## config.mk

```make
export PLATFORM = sky130hd
export DESIGN_NAME = dram_rr_arbiter
export DESIGN_NICKNAME = d
export VERILOG_FILES = /design/src/rtl/dram_arb_pkg.sv /design/src/rtl/rr_pick.sv /design/src/rtl/dram_rr_arbiter.sv
export SDC_FILE = /design/constraint.sdc
export NUM_CORES = 1
export LEC_CHECK = 0
export ABC_AREA = 0
export CAP_MARGIN = 20
export CORE_AREA = 2 2 99 101
export CTS_CLUSTER_SIZE = 8
export DETAILED_ROUTE_END_ITERATION = 12
export DIE_AREA = 0 0 101 103
export PLACE_DENSITY = 0.7
export SYNTH_ARGS = -nofsm -noshare
export SYNTH_HDL_FRONTEND = slang
export SYNTH_HIERARCHICAL = 1
export SYNTH_SLANG_ARGS = --single-unit
```

## constraint.sdc

```tcl
create_clock -name clk -period 4.8 [get_ports clk]
set_clock_uncertainty 0.05 [all_clocks]
set_input_delay 0.72 -clock clk [delete_from_list [all_inputs] [get_ports clk]]
set_output_delay 0.72 -clock clk [all_outputs]
set_load 0.005 [all_outputs]
```

## src/rtl/dram_arb_pkg.sv

```systemverilog
// dram_arb_pkg: shared types and constants for the data-RAM round-robin arbiter.
//   state_t    : arbiter FSM states (IDLE, ACCESS, RESP)
//   LAT_CW     : width of the read-latency wait counter (RD_LAT up to 3)
//   *_DEF      : default core count and RAM geometry
package dram_arb_pkg;

  typedef enum logic [1:0] {
    IDLE   = 2'd0,
    ACCESS = 2'd1,
    RESP   = 2'd2
  } state_t;

  localparam int LAT_CW     = 2;
  localparam int NCORES_DEF = 3;
  localparam int AW_DEF     = 8;
  localparam int DW_DEF     = 8;

endpackage

```

## src/rtl/rr_pick.sv

```systemverilog
// rr_pick: combinational round-robin picker.
//   req    : per-core request vector
//   rr_ptr : highest-priority core index for this pick
//   gnt    : one-hot grant
//   w      : index of the granted core
//   any    : at least one request present
module rr_pick
  import dram_arb_pkg::*;
#(
  parameter int NCORES = NCORES_DEF,
  parameter int PW     = (NCORES > 1) ? $clog2(NCORES) : 1
) (
  input  logic [NCORES-1:0] req,
  input  logic [PW-1:0]     rr_ptr,
  output logic [NCORES-1:0] gnt,
  output logic [PW-1:0]     w,
  output logic              any
);

  logic [PW-1:0] idx;

  // Walk rr_ptr, rr_ptr+1, ... (mod NCORES); the first requester found wins.
  always_comb begin
    gnt = '0;
    w   = '0;
    any = 1'b0;
    idx = '0;
    for (int k = 0; k < NCORES; k++) begin
      idx = PW'((int'(rr_ptr) + k) % NCORES);
      if (!any && req[idx]) begin
        any      = 1'b1;
        w        = idx;
        gnt[idx] = 1'b1;
      end
    end
  end

endmodule

```

## src/rtl/dram_rr_arbiter.sv

```systemverilog
// dram_rr_arbiter: shares one single-port data RAM between NCORES cores.
//   clk, rst_n     : clock, synchronous active-low reset
//   req/we/addr/wdata : per-core request (held until done), slice i = core i
//   rdata          : per-core read data, updated only for served read cores
//   done           : one-cycle completion pulse, one bit per served core
//   busy           : high in ACCESS and RESP
//   ext_hold       : external master owns the RAM; blocks new grants in IDLE
//   ram_addr/ram_din/ram_wren/ram_q : RAM port (ram_q valid RD_LAT cycles
//                    after ram_addr is registered)
// Reads to the same address as a read winner are coalesced into one RAM
// access; writes are always served alone.
module dram_rr_arbiter
  import dram_arb_pkg::*;
#(
  parameter int NCORES = NCORES_DEF,
  parameter int AW     = AW_DEF,
  parameter int DW     = DW_DEF,
  parameter int RD_LAT = 1
) (
  input  logic                 clk,
  input  logic                 rst_n,
  input  logic [NCORES-1:0]    req,
  input  logic [NCORES-1:0]    we,
  input  logic [NCORES*AW-1:0] addr,
  input  logic [NCORES*DW-1:0] wdata,
  output logic [NCORES*DW-1:0] rdata,
  output logic [NCORES-1:0]    done,
  output logic                 busy,
  input  logic                 ext_hold,
  output logic [AW-1:0]        ram_addr,
  output logic [DW-1:0]        ram_din,
  output logic                 ram_wren,
  input  logic [DW-1:0]        ram_q
);

  localparam int PW = (NCORES > 1) ? $clog2(NCORES) : 1;

  state_t              state;
  logic [PW-1:0]       rr_ptr;
  logic [NCORES-1:0]   served;
  logic                is_wr;
  logic [LAT_CW-1:0]   cnt;

  logic [NCORES-1:0]   gnt, match, served_nxt;
  logic [PW-1:0]       w;
  logic                any;
  logic [AW-1:0]       w_addr;
  logic [DW-1:0]       w_wdata;
  logic                w_we;

  rr_pick #(.NCORES(NCORES), .PW(PW)) u_pick (
    .req    (req),
    .rr_ptr (rr_ptr),
    .gnt    (gnt),
    .w      (w),
    .any    (any)
  );

  assign w_addr  = addr[int'(w)*AW +: AW];
  assign w_wdata = wdata[int'(w)*DW +: DW];
  assign w_we    = we[w];

  // Cores that can ride along on the winner's read.
  for (genvar i = 0; i < NCORES; i++) begin : g_cmp
    assign match[i] = req[i] && !we[i] && (addr[i*AW +: AW] == w_addr);
  end

  assign served_nxt = w_we ? gnt : (gnt | match);

  always_ff @(posedge clk) begin
    if (!rst_n) begin
      state    <= IDLE;
      rr_ptr   <= '0;
      served   <= '0;
      is_wr    <= 1'b0;
      cnt      <= '0;
      rdata    <= '0;
      done     <= '0;
      busy     <= 1'b0;
      ram_addr <= '0;
      ram_din  <= '0;
      ram_wren <= 1'b0;
    end else begin
      case (state)
        IDLE: begin
          ram_wren <= 1'b0;
          done     <= '0;
          if (!ext_hold && any) begin
            ram_addr <= w_addr;
            ram_din  <= w_wdata;
            ram_wren <= w_we;
            is_wr    <= w_we;
            served   <= served_nxt;
            // Only the winner advances the pointer; coalesced cores do not.
            rr_ptr   <= (int'(w) == NCORES-1) ? '0 : w + PW'(1);
            cnt      <= '0;
            busy     <= 1'b1;
            state    <= ACCESS;
          end
        end
        ACCESS: begin
          if (is_wr) begin
            ram_wren <= 1'b0;
            done     <= served;
            state    <= RESP;
          end else if (cnt == LAT_CW'(RD_LAT)) begin
            // Address was presented in the first ACCESS cycle; ram_q is
            // valid RD_LAT cycles later, which is this cycle.
            for (int i = 0; i < NCORES; i++)
              if (served[i]) rdata[i*DW +: DW] <= ram_q;
            done  <= served;
            state <= RESP;
          end else begin
            cnt <= cnt + LAT_CW'(1);
          end
        end
        RESP: begin
          done  <= '0;
          busy  <= 1'b0;
          state <= IDLE;
        end
        default: state <= IDLE;
      endcase
    end
  end

endmodule
```

==> impl_metrics.tcl, run 1 <==
set metrics [dict create \
    worst_skew_pair.late_latency_ns 0.30 \
    max-cap-violations 0 \
    crit_path_cell_trace "clkdlybuf4s50_1, nand2_1, o22a_4, o2111ai_1, nand3_1, nor2b_4, a221oi_2, a31oi_1, a2111oi_1, a31oi_1, a21oi_1" \
    timing.hold.worst_endpoint "rdata[15]$_SDFFE_PN0P_" \
    internal-power_mw 0.975 \
    sequentialPowerShare_pct 34.6 \
    fin_tns_setup_ns 0 \
    drt_pass1_iterations 5 \
    worstRegToRegCells 13 \
    drt-vias-per-instance 5.75 \
    final_net_count 620 \
    synth_area_leader_cell "sky130_fd_sc_hd__dfxtp_1" \
    diodes 0 \
    pwr_dens_nw_per_um2 329 \
    synthDominantCellAreaShare_pct 30.2 \
    hold_path_class "reg2reg" \
    maximum_number_of_pins_on_one_net_before_global_route_repair 57 \
    p_total_mw 1.59 \
    ys.warnings.count 6 \
    synth_edf_count 0 \
    timing.final.crit_share_pct 73.5 \
    initial_utilization_pct 38.5 \
    cts_max_path_buffers 2 \
    synthesis.nets 528 \
    critical-path-max-stage-delay_ns 0.64 \
    power_switching_share_pct 38.9 \
    post_synth_inst_count 458 \
    min_path_cells 2 \
    synth_seq_area_share_pct 30.2 \
    yosysMostFrequentCell "sky130_fd_sc_hd__nand2_1" \
    dp_hpwl_um 8560 \
    post_drt_antenna_nets 0 \
    wire_length_of_the_first_global_routing_pass_um 17700 \
    cp_common_cell "sky130_fd_sc_hd__a31oi_1" \
    fp.dieArea_sq_um 10400 \
    setup_ws_ns 1.27 \
    endpoint_kind "flop" \
    chipHeight_um 103 \
    yosys_register_bits 55 \
    share_of_final_layout_standard_cells_stronger_than_drive_strength_1_pct 6.90 \
    io_pins 110 \
    final_cell_utilization_of_the_core_pct 51.2 \
    final_period_minus_worst_setup_slack_ns 3.53 \
    worst-endpoint-required_ns 4.98 \
    synth_common_cells "sky130_fd_sc_hd__nand2_1 (76), sky130_fd_sc_hd__dfxtp_1 (55), sky130_fd_sc_hd__nand3_1 (32), sky130_fd_sc_hd__a21boi_0 (31), sky130_fd_sc_hd__inv_1 (22)" \
    cts_hold_repair.buffers 0 \
    place.gp.congestion 0.988 \
    clock_sinks 55 \
    power.static_leakage_nw 1.72 \
    cts_resized 0 \
    placeableCoreArea_sq_um 9460 \
    port_buffers 109 \
    worst_slew_pin_slew_ns 0.998 \
    clk_root_buffer_cell "sky130_fd_sc_hd__clkbuf_8" \
    crit_path_leading_delay_family "compound AO/OA/AOI/OAI gates" \
    first_global_vias 3473 \
    synth_area_per_cell_sq_um 7.96 \
    tritoncts.num_buffers 5 \
    ff2ff_setup_slack_ns 1.45 \
    report.final.slew_viol_count 0 \
    cts.clk_slew.worst_paths_ns 0.10 \
    worstHoldStart "rdata[15]$_SDFFE_PN0P_" \
    power_frac_clock_pct 17.0 \
    h-tree-depth 2 \
    timing.rr.start "rr_ptr[1]$_SDFFE_PN0P_" \
    share_of_total_power_in_combinational_logic_pct 48.5 \
    critical_path_peak_fanout 15 \
    global_route.overflow_total 0 \
    yosys.cell_types.count 65 \
    cts_post_setup_buffers_inserted 0 \
    rsz0062_at_grt "false" \
    hold_viol_final 0 \
    report.final.setup_viol 0 \
    slowest_stage "sky130_fd_sc_hd__clkdlybuf4s50_1" \
    post-place-ws_ns 1.03 \
    cp-start-kind "primary input" \
    ir_worst_vdd_v 0.000188 \
    timing.critical_path.buf_inv 1 \
    maxClockFrequency_mhz 283 \
    antenna_violations_before_repair 0 \
    ys_top_cells_by_area "sky130_fd_sc_hd__dfxtp_1 (30%), sky130_fd_sc_hd__nand2_1 (7.8%), sky130_fd_sc_hd__a21boi_0 (6.4%), sky130_fd_sc_hd__nand3_1 (4.4%), sky130_fd_sc_hd__mux2_2 (3.1%)" \
    average_wire_length_per_cell_after_detail_routing_um 17.0 \
    result_of_the_run "completed" \
    max_slew_margin_pct 33.4 \
    p_sw_mw 0.620 \
    timing_worst_setup_path_type "in2reg" \
    synth_flop_cell "sky130_fd_sc_hd__dfxtp_1" \
    core.rowCount 36 \
    die_width_um 101 \
    detailedRoute.firstIterationViolations 286 \
    totalWireLength_um 11300 \
    async_flop_share_pct 0 \
    worstReg2RegEnd "served[0]$_SDFFE_PN0P_" \
    post_synth_instance_area_sq_um 3640 \
    drc_errors_left 0 \
    grt.total_usage_pct 21.1 \
    num_vias 3825 \
    data_arrival_time_of_the_worst_path_ns 3.71 \
    areaGrowthSynthToFinish_pct 32.9 \
    cts_tree "done" \
]
per-stage QoR:
stage               area (sq um)  instances  hold WS [ns]
floorplan                   3640        458         0.398
global placement            4740        657         0.396
detailed placement          4740        657         0.406
CTS                         4840        665         0.419
global route                4840        665         0.441
finish                      4840        665         0.416
state kept, by name, summed over array words and instances (netlist names):
register	flops
busy	1
cnt	2
done	3
is_wr	1
ram_addr	8
ram_din	8
ram_wren	1
rdata	24
rr_ptr	2
served	3
state	2
layout by cell type (no fill, tap or decap), drive strengths merged, types with 9 or more instances in the layout:
cell           count
a21boi            36
nor2b             14
a21oi             16
nand3             32
mux2              10
nor2              19
inv               23
a221oi             9
o21ai             23
a31oi             11
nand2b            13
dfxtp             55
nand2             76
clkdlybuf4s50    109
worst max-delay path by stage:
stage / startpoint / endpoint / slack [ns] / cells past startpoint
final: req[2] / served[0]$_SDFFE_PN0P_ / 1.27 / 11
after global routing: req[2] / served[0]$_SDFFE_PN0P_ / 1.05 / 11
after CTS: req[2] / served[0]$_SDFFE_PN0P_ / 1.34 / 11
after detailed placement: req[2] / served[0]$_SDFFE_PN0P_ / 1.03 / 11
after global placement: req[0] / ram_din[4]$_SDFFE_PN0P_ / 1.08 / 10
after floorplan: rr_ptr[1]$_SDFFE_PN0P_ / served[0]$_SDFFE_PN0P_ / 2.25 / 13
layer usage:
layer  part of all wire (%)  global-route usage [%]  vias up
li1                       -                       -     1842
met1                     43                    26.9     1779
met2                     49                    37.0      180
met3                    6.4                    3.59       24
met4                    2.1                    5.72        0
met5                      0                       0        -
final cells by class:
class | instances | area [sq um]
flip-flops and latches | 55 | 1100
repair buffers | 115 | 1140
fillers | 924 | 4620
multi-input cells | 350 | 2280
inverters | 23 | 86.3
clock inverters | 2 | 16.3
clock buffers | 6 | 82.6
well taps | 114 | 143
power groups by stage:
| stage | sequential (mW) | combinational, mW | clock (mW) |
|---|---|---|---|
| after CTS | 0.552 | 0.763 | 0.280 |
| after global placement | 0.562 | 0.756 | 0 |
| after global routing | 0.560 | 0.838 | 0.296 |
| after floorplan | 0.543 | 0.541 | 0 |
| after detailed placement | 0.563 | 0.759 | 0 |
| final | 0.552 | 0.773 | 0.270 |
worst reg2reg max path: stages, from the launching register on:
cell                        delay, ns
sky130_fd_sc_hd__dfxtp_1         0.35
sky130_fd_sc_hd__inv_1           0.08
sky130_fd_sc_hd__ha_1            0.33
sky130_fd_sc_hd__mux2i_2         0.32
sky130_fd_sc_hd__o22a_4          0.20
sky130_fd_sc_hd__o2111ai_1       0.11
sky130_fd_sc_hd__nand3_1         0.35
sky130_fd_sc_hd__buf_4           0.36
sky130_fd_sc_hd__nor2b_4         0.09
sky130_fd_sc_hd__a221oi_2        0.24
sky130_fd_sc_hd__a31oi_1         0.07
sky130_fd_sc_hd__a2111oi_1       0.41
sky130_fd_sc_hd__a31oi_1         0.16
sky130_fd_sc_hd__a21oi_1         0.15
logic make-up after synthesis:
logic type / synth area share (%)
AND/OR/NAND/NOR: 24.6
AO/OA/AOI/OAI: 28.9
adder cells (fa/ha/maj): 1.72
XOR/XNOR: 2.16
multiplexers: 4.84
flip-flops: 30.2
buffers and inverters: 7.62
Note: power is estimated with default switching activity, not from simulation.
==> inputs of run 2 (changes only) <==
clock period = 3.68 ns   (was 4.8 ns; I/O delays follow)
==> impl_metrics.tcl, run 2 (same netlist as run 1, synthesis figures left out) <==
set metrics [dict create \
    drt_pass1_iterations 4 \
    timing.final.crit_share_pct 88.1 \
    h-tree-depth 2 \
    final_cell_utilization_of_the_core_pct 51.6 \
    dp.cells 661 \
    mostFrequentLayoutCells "sky130_fd_sc_hd__clkdlybuf4s50_1 (109), sky130_fd_sc_hd__nand2_1 (76), sky130_fd_sc_hd__dfxtp_1 (55)" \
    reg.largest.list "rdata: 24 flops, ram_addr: 8 flops, ram_din: 8 flops" \
    max_slew_margin_pct 60.7 \
    chipHeight_um 103 \
    multiInputGateArea_sq_um 2280 \
    p_sw_mw 0.807 \
    clock_sinks 55 \
    result_of_the_run "completed" \
    wire_length_of_the_first_global_routing_pass_um 17900 \
    max-cap-violations 0 \
    drc_errors_left 0 \
    dp_hpwl_um 8440 \
    sequentialPowerShare_pct 34.6 \
    cts_max_path_buffers 2 \
    number_of_flip_flops_in_the_largest_register 24 \
    data_arrival_time_of_the_worst_path_ns 3.38 \
    port_buffers 109 \
    num_vias 3833 \
    initial_utilization_pct 38.5 \
    cts_tree "done" \
    io_pins 110 \
    antenna_violations_before_repair 0 \
    power.static_leakage_nw 1.75 \
    global_route.overflow_total 0 \
    p_total_mw 2.08 \
    power_frac_clock_pct 16.1 \
    cts_resized 0 \
    power_switching_share_pct 38.7 \
    fillCellCount 953 \
    average_wire_length_per_cell_after_detail_routing_um 16.8 \
    placeableCoreArea_sq_um 9460 \
    fp.dieArea_sq_um 10400 \
    totalWireLength_um 11200 \
    worst_skew_pair.late_latency_ns 0.30 \
    registers.top_by_ff_count "rdata" \
    detailedRoute.firstIterationViolations 202 \
    cts_post_setup_buffers_inserted 0 \
    timing_worst_setup_path_type "reg2reg" \
    cts.clk_slew.worst_paths_ns 0.10 \
    place.gp.congestion 0.950 \
    ff2ff_setup_slack_ns 0.44 \
    tritoncts.num_buffers 5 \
    rsz0062_at_grt "false" \
    worst_slew_pin_slew_ns 0.589 \
    fin_tns_setup_ns 0 \
    clk_root_buffer_cell "sky130_fd_sc_hd__clkbuf_8" \
    share_of_total_power_in_combinational_logic_pct 49.3 \
    internal-power_mw 1.28 \
    report.final.setup_viol 0 \
    maximum_number_of_pins_on_one_net_before_global_route_repair 57 \
    hold_path_class "reg2reg" \
    areaGrowthSynthToFinish_pct 33.8 \
    post_drt_antenna_nets 0 \
    share_of_final_layout_standard_cells_stronger_than_drive_strength_1_pct 7.57 \
    pwr_dens_nw_per_um2 427 \
    first_global_vias 3783 \
    diodes 0 \
    die_width_um 101 \
    cts_hold_repair.buffers 0 \
    final_period_minus_worst_setup_slack_ns 3.24 \
    core.rowCount 36 \
    critical_path_peak_fanout 11 \
    hold_slack_ns 0.416 \
    ff_latch_area_sq_um 1100 \
    grt.total_usage_pct 21.3 \
    drt-vias-per-instance 5.73 \
    mostFrequentLayoutCell "sky130_fd_sc_hd__clkdlybuf4s50_1" \
    cp-start-kind "flop" \
    report.final.slew_viol_count 0 \
    final_net_count 624 \
    final_cell_count_no_fill 669 \
    endpoint_kind "flop" \
    maxClockFrequency_mhz 308 \
    worst-endpoint-required_ns 3.81 \
    hold_viol_final 0 \
    ir_worst_vdd_v 0.000192 \
]
==> run 2: cell count changes in the layout (fill, tap and decap cells not counted), sizes merged <==
| cell | previous run | this run |
|---|---|---|
| buf | 6 | 10 |
| clkbuf | 6 | 5 |
| clkinv | 1 | 2 |
| clkinvlp | 1 | 0 |
| inv | 23 | 24 |
==> run 2: final cells by class <==
type                            instances  share of cell area (%)
Multi-Input combinational cell        350                    46.7
Timing Repair Buffer                  119                    24.2
Sequential cell                        55                    22.6
Tap cell                              114                    2.92
Inverter                               23                    1.77
Clock buffer                            5                    1.41
Clock inverter                          3                   0.462
==> run 2: layer usage <==
layer	vias up	global-route usage, %	share of wire [%]
met4	0	8.84	2.8
li1	1841	-	-
met5	-	0	0
met1	1795	24.7	41
met3	33	4.54	7.2
met2	164	38.3	49
==> run 2: power groups by stage <==
stage	clock, mW	combinational [mW]	sequential (mW)
after floorplan	0	0.706	0.709
after global placement	0	1.01	0.732
after detailed placement	0	1.01	0.734
after CTS	0.352	1.02	0.721
after global routing	0.376	1.12	0.731
final	0.336	1.03	0.720
==> run 2: final timing paths <==
path / startpoint / end / cells past startpoint
setup / recovery: rr_ptr[0]$_SDFFE_PN0P_ / served[0]$_SDFFE_PN0P_ / 12
hold / removal: done[2]$_SDFFE_PN0P_ / done[2]$_SDFFE_PN0P_ / 2
setup reg to reg: rr_ptr[0]$_SDFFE_PN0P_ / served[0]$_SDFFE_PN0P_ / 12
hold reg to reg: done[2]$_SDFFE_PN0P_ / done[2]$_SDFFE_PN0P_ / 2
==> run 2: stage by stage <==
stage / setup WS (ns) / cell area (sq um)
detailed placement: 0.170 / 4790
floorplan: 1.13 / 3640
global route: 0.232 / 4880
CTS: 0.472 / 4880
finish: 0.438 / 4880
global placement: 0.224 / 4790
==> run 2: worst max-delay path: stages (launching register included) <==
cell and delay (ns):
sky130_fd_sc_hd__dfxtp_1 0.40, sky130_fd_sc_hd__inv_1 0.08, sky130_fd_sc_hd__ha_1 0.43, sky130_fd_sc_hd__inv_1 0.11
sky130_fd_sc_hd__a21oi_1 0.13, sky130_fd_sc_hd__o21ai_0 0.19, sky130_fd_sc_hd__a21oi_4 0.44, sky130_fd_sc_hd__buf_4 0.25
sky130_fd_sc_hd__mux2_2 0.34, sky130_fd_sc_hd__o21ai_1 0.24, sky130_fd_sc_hd__a2111oi_1 0.14, sky130_fd_sc_hd__a31oi_1 0.22
sky130_fd_sc_hd__a21oi_1 0.09
==> inputs of run 3 (changes only) <==
CORE_AREA = 2 2 100 102   (was 2 2 99 101)
CTS_BUF_LIST = sky130_fd_sc_hd__clkbuf_8   (was default)
DIE_AREA = 0 0 102 104   (was 0 0 101 103)
PLACE_DENSITY = 0.68   (was 0.7)
==> impl_metrics.tcl, run 3 (same netlist as run 1, synthesis figures left out) <==
set metrics [dict create \
    result_of_the_run "finished with violations" \
    failed_checks "design-rule violations" \
    rsz0062_at_grt "false" \
    hold_path_class "reg2reg" \
    average_wire_length_per_cell_after_detail_routing_um 16.3 \
    reg.largest.list "rdata: 24 flops, ram_addr: 8 flops, ram_din: 8 flops" \
    chipHeight_um 104 \
    global_route.overflow_total 0 \
    cts_post_setup_buffers_inserted 0 \
    first_global_vias 3704 \
    clk_root_buffer_cell "sky130_fd_sc_hd__clkbuf_8" \
    clock_sinks 55 \
    drt-vias-per-instance 5.51 \
    drc_errors_left 1 \
    drt_pass1_iterations 8 \
    cts_tree "done" \
    port_buffers 109 \
    cts_hold_repair.buffers 0 \
    cts_max_path_buffers 2 \
    cp-start-kind "flop" \
    num_vias 3803 \
    number_of_flip_flops_in_the_largest_register 24 \
    ff2ff_setup_slack_ns 0.42 \
    timing.rr.start "rr_ptr[0]$_SDFFE_PN0P_" \
    endpoint_kind "flop" \
    report.final.setup_viol 0 \
    h-tree-depth 2 \
    grt.total_usage_pct 21.4 \
    io_pins 110 \
    diodes 0 \
    critical_path.startpoint "rr_ptr[0]$_SDFFE_PN0P_" \
    timing.final.crit_share_pct 88.6 \
    data_arrival_time_of_the_worst_path_ns 3.45 \
    worst-endpoint-required_ns 3.87 \
    timing_worst_setup_path_type "reg2reg" \
    detailedRoute.firstIterationViolations 189 \
    maxClockFrequency_mhz 307 \
    max-cap-violations 0 \
    cts_resized 0 \
    max_slew_margin_pct 66.4 \
    placed_area_sq_um 4810 \
    placeableCoreArea_sq_um 9550 \
    place.gp.congestion 0.944 \
    worstHoldStart "rdata[18]$_SDFFE_PN0P_" \
    totalWireLength_um 11300 \
    post_drt_antenna_nets 0 \
    p_total_mw 2.10 \
    power.static_leakage_nw 1.75 \
    initial_utilization_pct 38.2 \
    registers.top_by_ff_count "rdata" \
    wire_length_of_the_first_global_routing_pass_um 18400 \
    fin_tns_setup_ns 0 \
    areaGrowthSynthToFinish_pct 34.7 \
    cts.clk_slew.worst_paths_ns 0.10 \
    mostFrequentLayoutCells "sky130_fd_sc_hd__clkdlybuf4s50_1 (109), sky130_fd_sc_hd__nand2_1 (76), sky130_fd_sc_hd__dfxtp_1 (55)" \
    worst_slew_pin_slew_ns 0.503 \
    maximum_number_of_pins_on_one_net_before_global_route_repair 57 \
    core.rowCount 36 \
    hold_viol_final 0 \
    worst_skew_pair.late_latency_ns 0.30 \
    post-route-cell-area_sq_um 4910 \
    crit_path_end "served[0]$_SDFFE_PN0P_" \
    antenna_violations_before_repair 0 \
    worstReg2RegEnd "served[0]$_SDFFE_PN0P_" \
    worstRegToRegCells 13 \
    report.final.slew_viol_count 0 \
    final_net_count 626 \
    fp.dieArea_sq_um 10600 \
    final_cell_count_no_fill 690 \
    mostFrequentLayoutCell "sky130_fd_sc_hd__clkdlybuf4s50_1" \
    ir_worst_vdd_v 0.000255 \
    dp_hpwl_um 8510 \
    dp.cells 682 \
    final_period_minus_worst_setup_slack_ns 3.26 \
    die_width_um 102 \
    tritoncts.num_buffers 5 \
    pwr_dens_nw_per_um2 428 \
    share_of_final_layout_standard_cells_stronger_than_drive_strength_1_pct 7.90 \
    critical_path_peak_fanout 18 \
]
[run 3: per-layer routing]
metal	global-route usage, %	routed length, um	up-vias
met2	36.9	5620	170
li1	-	-	1847
met3	4.17	680	14
met1	26.5	4790	1772
met5	0	0	-
met4	6.48	162	0
[run 3: per-stage QoR]
stage | util (%) | setup WS [ns] | hold slack [ns]
6_report | 51.4 | 0.420 | 0.404
2_1_floorplan | - | 1.13 | 0.398
4_1_cts | 51.4 | 0.464 | 0.408
3_3_place_gp | 50.4 | 0.337 | 0.393
3_5_place_dp | 50.4 | 0.172 | 0.394
5_1_grt | 51.4 | 0.259 | 0.440
[run 3: worst min path at each step]
stage	end	cells after the start
3_3_place_gp	rdata[18]$_SDFFE_PN0P_	2
4_1_cts	rdata[18]$_SDFFE_PN0P_	2
5_1_grt	rdata[3]$_SDFFE_PN0P_	2
3_5_place_dp	rdata[18]$_SDFFE_PN0P_	2
6_report	rdata[18]$_SDFFE_PN0P_	2
2_1_floorplan	done[2]$_SDFFE_PN0P_	2
[run 3: worst max-delay path, stage by stage, from the launching register on]
cell and delay (ns):
sky130_fd_sc_hd__dfxtp_1 0.39, sky130_fd_sc_hd__inv_1 0.07, sky130_fd_sc_hd__ha_1 0.40, sky130_fd_sc_hd__inv_1 0.13
sky130_fd_sc_hd__a21oi_1 0.07, sky130_fd_sc_hd__o21ai_0 0.38, sky130_fd_sc_hd__a21oi_4 0.16, sky130_fd_sc_hd__buf_4 0.23
sky130_fd_sc_hd__nor2b_4 0.16, sky130_fd_sc_hd__a221oi_2 0.24, sky130_fd_sc_hd__a31oi_1 0.07, sky130_fd_sc_hd__a2111oi_1 0.53
sky130_fd_sc_hd__a31oi_1 0.16, sky130_fd_sc_hd__a21oi_1 0.15
[run 3: report_power, final]
part / leakage, nW / switching, mW / internal, mW
registers: 0.448 / 0.0623 / 0.658
clock network: 0.0474 / 0.205 / 0.154
logic: 1.26 / 0.545 / 0.476
[run 3: cell type report]
cell class                 count  area (sq um)
timing repair buffer         121          1180
tap                          133           166
sequential                    55          1100
clock inverter                 2          16.3
multi-input combinational    350          2280
clock buffer                   6          82.6
fill                         942          4640
inverter                      23          86.3
